===== src/rtl/demux_defs.sv =====
// rtl/demux_defs.sv - shared constants and types for the buffered 1-to-2 demultiplexer
package demux_defs;

    // Default data and counter widths
    localparam int WIDTH_DEF = 8;
    localparam int CNTW_DEF  = 8;

    // Lane index constants
    localparam logic LANE0 = 1'b0;
    localparam logic LANE1 = 1'b1;

    // Per-lane buffer state: a lane holds at most one word
    typedef enum logic {
        LANE_EMPTY = 1'b0,
        LANE_FULL  = 1'b1
    } lane_state_t;

endpackage


===== src/rtl/demux_lane.sv =====
// rtl/demux_lane.sv - one-entry output lane buffer with valid/ready handshake and delivery counter
//
// Ports:
//   clk, rst   clock, asynchronous active-high reset
//   load       write load_data into the buffer at the next edge
//   load_data  word to store
//   ready      downstream consumes the buffered word this cycle
//   data       buffer contents (holds last word after drain)
//   valid      buffer holds an undelivered word
//   cnt        wrapping count of delivered words (valid && ready)
//   full       buffer occupied and not draining this cycle
module demux_lane
    import demux_defs::*;
#(
    parameter int WIDTH = WIDTH_DEF,
    parameter int CNTW  = CNTW_DEF
) (
    input  logic             clk,
    input  logic             rst,
    input  logic             load,
    input  logic [WIDTH-1:0] load_data,
    input  logic             ready,
    output logic [WIDTH-1:0] data,
    output logic             valid,
    output logic [CNTW-1:0]  cnt,
    output logic             full
);

    lane_state_t state;
    lane_state_t state_next;
    logic        deliver;

    assign valid   = (state == LANE_FULL);
    assign deliver = valid && ready;
    // A lane being drained this cycle can take a new word at the same edge
    assign full    = valid && !ready;

    always_ff @(posedge clk or posedge rst) begin
        if (rst) begin
            state <= LANE_EMPTY;
        end else begin
            state <= state_next;
        end
    end

    always_comb begin
        state_next = state;
        case (state)
            LANE_EMPTY: begin
                if (load) begin
                    state_next = LANE_FULL;
                end
            end
            LANE_FULL: begin
                // drain+load keeps the lane full with the new word
                if (deliver && !load) begin
                    state_next = LANE_EMPTY;
                end
            end
            default: state_next = LANE_EMPTY;
        endcase
    end

    always_ff @(posedge clk or posedge rst) begin
        if (rst) begin
            data <= '0;
        end else if (load) begin
            data <= load_data;
        end
    end

    always_ff @(posedge clk or posedge rst) begin
        if (rst) begin
            cnt <= '0;
        end else if (deliver) begin
            cnt <= cnt + 1'b1;
        end
    end

endmodule


===== src/rtl/demux_1to2_buffered.sv =====
// rtl/demux_1to2_buffered.sv - registered 1-to-2 demultiplexer with explicit or alternating lane selection
//
// Ports:
//   clk, rst                 clock, asynchronous active-high reset
//   in_data, in_sel          word to route and its destination lane (alt_mode=0)
//   in_valid, in_ready       input handshake; in_ready is combinational
//   alt_mode                 1 = ignore in_sel and alternate lanes starting at lane 0
//   out0_*, out1_*           lane buffers with valid/ready handshake
//   cnt0, cnt1               wrapping delivered-word counters per lane
//   ptr                      lane the next word goes to in alt_mode
module demux_1to2_buffered
    import demux_defs::*;
#(
    parameter int WIDTH = WIDTH_DEF,
    parameter int CNTW  = CNTW_DEF
) (
    input  logic             clk,
    input  logic             rst,
    input  logic [WIDTH-1:0] in_data,
    input  logic             in_sel,
    input  logic             in_valid,
    output logic             in_ready,
    input  logic             alt_mode,
    output logic [WIDTH-1:0] out0_data,
    output logic             out0_valid,
    input  logic             out0_ready,
    output logic [WIDTH-1:0] out1_data,
    output logic             out1_valid,
    input  logic             out1_ready,
    output logic [CNTW-1:0]  cnt0,
    output logic [CNTW-1:0]  cnt1,
    output logic             ptr
);

    logic dst;
    logic full0;
    logic full1;
    logic accept;
    logic load0;
    logic load1;

    assign dst = alt_mode ? ptr : in_sel;

    // Only the destination lane's occupancy gates the input; in_valid is not used here
    assign in_ready = (dst == LANE1) ? !full1 : !full0;
    assign accept   = in_valid && in_ready;
    assign load0    = accept && (dst == LANE0);
    assign load1    = accept && (dst == LANE1);

    // The pointer advances only on accepted words in alt mode and otherwise holds,
    // so toggling alt_mode resumes alternation where it left off
    always_ff @(posedge clk or posedge rst) begin
        if (rst) begin
            ptr <= LANE0;
        end else if (accept && alt_mode) begin
            ptr <= ~ptr;
        end
    end

    demux_lane #(
        .WIDTH (WIDTH),
        .CNTW  (CNTW)
    ) u_lane0 (
        .clk       (clk),
        .rst       (rst),
        .load      (load0),
        .load_data (in_data),
        .ready     (out0_ready),
        .data      (out0_data),
        .valid     (out0_valid),
        .cnt       (cnt0),
        .full      (full0)
    );

    demux_lane #(
        .WIDTH (WIDTH),
        .CNTW  (CNTW)
    ) u_lane1 (
        .clk       (clk),
        .rst       (rst),
        .load      (load1),
        .load_data (in_data),
        .ready     (out1_ready),
        .data      (out1_data),
        .valid     (out1_valid),
        .cnt       (cnt1),
        .full      (full1)
    );

endmodule


===== config.mk =====
export PLATFORM = sky130hd
export DESIGN_NAME = demux_1to2_buffered
export DESIGN_NICKNAME = d
export VERILOG_FILES = /design/src/rtl/demux_defs.sv /design/src/rtl/demux_lane.sv /design/src/rtl/demux_1to2_buffered.sv
export SDC_FILE = /design/constraint.sdc
export NUM_CORES = 1
export LEC_CHECK = 0
export BUFFER_PORTS_ARGS = -buffer_cell sky130_fd_sc_hd__buf_4
export CELL_PAD_IN_SITES_DETAIL_PLACEMENT = 1
export CELL_PAD_IN_SITES_GLOBAL_PLACEMENT = 1
export CORE_UTILIZATION = 40
export DETAILED_ROUTE_END_ITERATION = 10
export GPL_ROUTABILITY_DRIVEN = 0
export PLACE_DENSITY = 0.79
export RECOVER_POWER = 50
export SYNTH_ARGS = -nofsm -noshare
export SYNTH_HDL_FRONTEND = slang
export SYNTH_SLANG_ARGS = --single-unit

===== constraint.sdc =====
create_clock -name clk -period 3.2 [get_ports clk]
set_input_delay 0 -clock clk [delete_from_list [all_inputs] [get_ports clk]]
set_output_delay 0 -clock clk [all_outputs]
set_load 0.01 [all_outputs]

==> qor.csv <==
stage,metric,value,unit
detailed_routing,first_pass_iters,3,
clocking,cts_root_buffer,clkbuf_4,
detailed_routing,wl_per_cell,15.1,µm
floorplan,die_h,62.1,µm
floorplan,ios,51,
setup_path,crit_type,input pin to async pin,
global_routing,grt_antenna_before_repair,0,
logic_synthesis,synth_xor_area_share,8.50,%
job,cap_violations,1,
final_layout,regArea,876,µm²
logic_synthesis,synth_compound_area_share,1.04,%
floorplan,start_util,42.6,%
timing,relSlewSlack,-20.4,%
logic_synthesis,synth_top_family_by_area,multiplexers,
logic_synthesis,synth.yosys.seq_area_share,60.7,%
timing,min_period_over_period,59.7,%
power_and_ir_drop,cellLeakagePower,0.943,nW
clocking,clkSinkCount,35,
clocking,cts_resized,0,
timing,clock_skew,6.78,ps
final_layout,antenna_cells,0,
worst_hold_path,hp-class,input pin to flop,
final_layout,layout-drive-gt1-share,36.8,%
timing,hold_violations,0,
status,outcome,"finished, violations left",
final_layout,layout.nets,188,
clocking,postCtsSetupBuffers,0,
clocking,cts-buffers-inserted,5,
final_layout,fillCellCount,341,
setup_path,worstSetupEndpointType,async pin,
detailed_routing,route.detailed.drc,0,
final_layout,final_common_cell,dfrtp_1,
logic_synthesis,yosys-mux-area-fraction,16.8,%
setup_path,required,3300,ps
timing,slew_viol_final,36,
detailed_routing,routed_wl,3270,µm
setup_path,startpoint_type,input pin,
placed_design,dp_worst_setup_slack,1770,ps
timing,max_freq,523,MHz
global_routing,grt_usage,19.1,%
setup_path,cp.arrival,2010,ps
power_and_ir_drop,power.density,731,nW/µm²
final_layout,layout_common_cells,"dfrtp_1, buf_4, clkbuf_1",
clocking,cts.path.max_buffers,2,
logic_synthesis,netlist_area,1440,µm²
final_layout,finalInstanceArea,1990,µm²
clocking,clk_pin_slew,90,ps
logic_synthesis,yosysUniqueCellTypes,20,
global_routing,grt-ovfl-total,0,
clocking,clk_latency,330,ps
power_and_ir_drop,max-vdd-ir-drop,0.000351,V
clocking,cts_hold_buffers,11,
logic_synthesis,ys_ff_latch,35,
timing,layout_setup_ws,1290,ps
timing,finalSetupViolCount,0,
global_routing,grt_max_degree,36,
final_layout,final_util,58.6,%
placed_design,dpl.hpwl,2410,µm
logic_synthesis,synthCells,102,
logic_synthesis,synthSimpleGateAreaFrac,10.9,%
detailed_routing,avgViaCountPerCell,4.84,
timing,rsz0062_at_grt,no,
detailed_routing,ant_nets,0,
placed_design,place_inst,199,
status,violations,"max-capacitance violations, max-slew violations",
floorplan,die_w,62.1,µm
floorplan,die-area,3850,µm²
floorplan,coreArea,3390,µm²
setup_path,cp_max_fo,35,
final_layout,multi_input_area,563,µm²
global_routing,grt_pass1_wl,5120,µm
placed_design,portBuffers,50,
timing,fin_setup_tns,0,ps
global_routing,grt_pass1_vias,1118,
detailed_routing,via_count,1051,
final_layout,fin_cells,217,
logic_synthesis,postSynthAreaPerCell,14.1,µm²
clocking,cts_tree,done,
logic_synthesis,ys_warn_count,0,
clocking,h-tree-depth,2,
logic_synthesis,synth_fa_ha_area_share,1.73,%
logic_synthesis,syn_nets,119,
floorplan,num_rows,21,
final_layout,syn_to_final_growth,37.6,%
timing,tightest_slew,1810,ps
timing,post-route-min-period,1910,ps
placed_design,dpl_cell_area,1880,µm²
detailed_routing,detail_route.iter0.violations,23,
stage by stage:
| stage | power (mW) | hold slack, ps |
|---|---|---|
| finish | 1.45 | 12.1 |
| global route | 1.55 | 25.4 |
| floorplan | 0.968 | 130 |
| global placement | 1.24 | 128 |
| detailed placement | 1.28 | 143 |
| CTS | 1.53 | 8.97 |
routing by layer:
layer  share of wire [%]  vias up  global-route usage (%)
met4                 1.6        0                    7.62
li1                    -      493                       -
met3                 5.4        7                    4.55
met2                  53       38                    33.1
met5                   0        -                       0
met1                  40      513                    22.7
Yosys cell counts:
cell type / count / area share [%]
dfrtp_1: 35 / 61
mux2_2: 15 / 12
nand2_1: 12 / 3.1
xnor2_1: 10 / 6.1
mux2_4: 4 / 4.2
xor2_1: 4 / 2.4
and3_1: 2 / 0.87
and4_1: 2 / 1.2
ha_1: 2 / 1.7
nand2b_1: 2 / 0.87
nand3_1: 2 / 0.69
nand4_1: 2 / 0.87
nor2_1: 2 / 0.52
nor3_1: 2 / 0.69
a31oi_1: 1 / 0.43
a41oi_1: 1 / 0.61
inv_1: 1 / 0.26
mux2i_2: 1 / 0.95
nand3_2: 1 / 0.69
nand3b_4: 1 / 1.4
state kept, by name, indices dropped and copies added (netlist names):
signal	flops
u_lane0.valid	1
u_lane1.valid	1
u_lane1.data	8
u_lane1.cnt	8
u_lane0.cnt	8
ptr	1
u_lane0.data	8
power by group:
part,internal [mW],switching [mW]
clock network,0.102,0.135
logic,0.276,0.232
registers,0.583,0.125
total,0.961,0.491
critical path: stages:
cell and delay (ps):
dlygate4sd3_1 530, clkbuf_4 130, inv_1 40, clkbuf_1 1290
layout make-up:
| type | count | area share (%) |
|---|---|---|
| Tap cell | 46 | 2.90 |
| Inverter | 1 | 0.189 |
| Sequential cell | 35 | 44.1 |
| Clock inverter | 1 | 0.252 |
| Timing Repair Buffer | 62 | 21.6 |
| Multi-Input combinational cell | 66 | 28.4 |
| Clock buffer | 6 | 2.58 |
worst paths after layout:
check                               start         endpoint  slack [ps]  cells past startpoint
max                                   rst  u_lane1.data[0]        1290                      4
min                            out0_ready   u_lane0.cnt[0]          10                      3
max reg2reg                           ptr  u_lane1.data[4]        1770                      3
min reg2reg                u_lane1.cnt[7]   u_lane1.cnt[7]         480                      1
max in group clk                      ptr         in_ready        1670                      3
min in group asynchronous             rst   u_lane0.cnt[5]         870                      4
cells by family after synthesis:
family	Yosys count
adders and majority gates	2
buffers and inverters	1
xor gates and xnor gates	14
DFF	35
AOI/OAI and AO/OA	2
muxes	20
and+or+nand+nor	28
(Power assumes the default switching activity.)
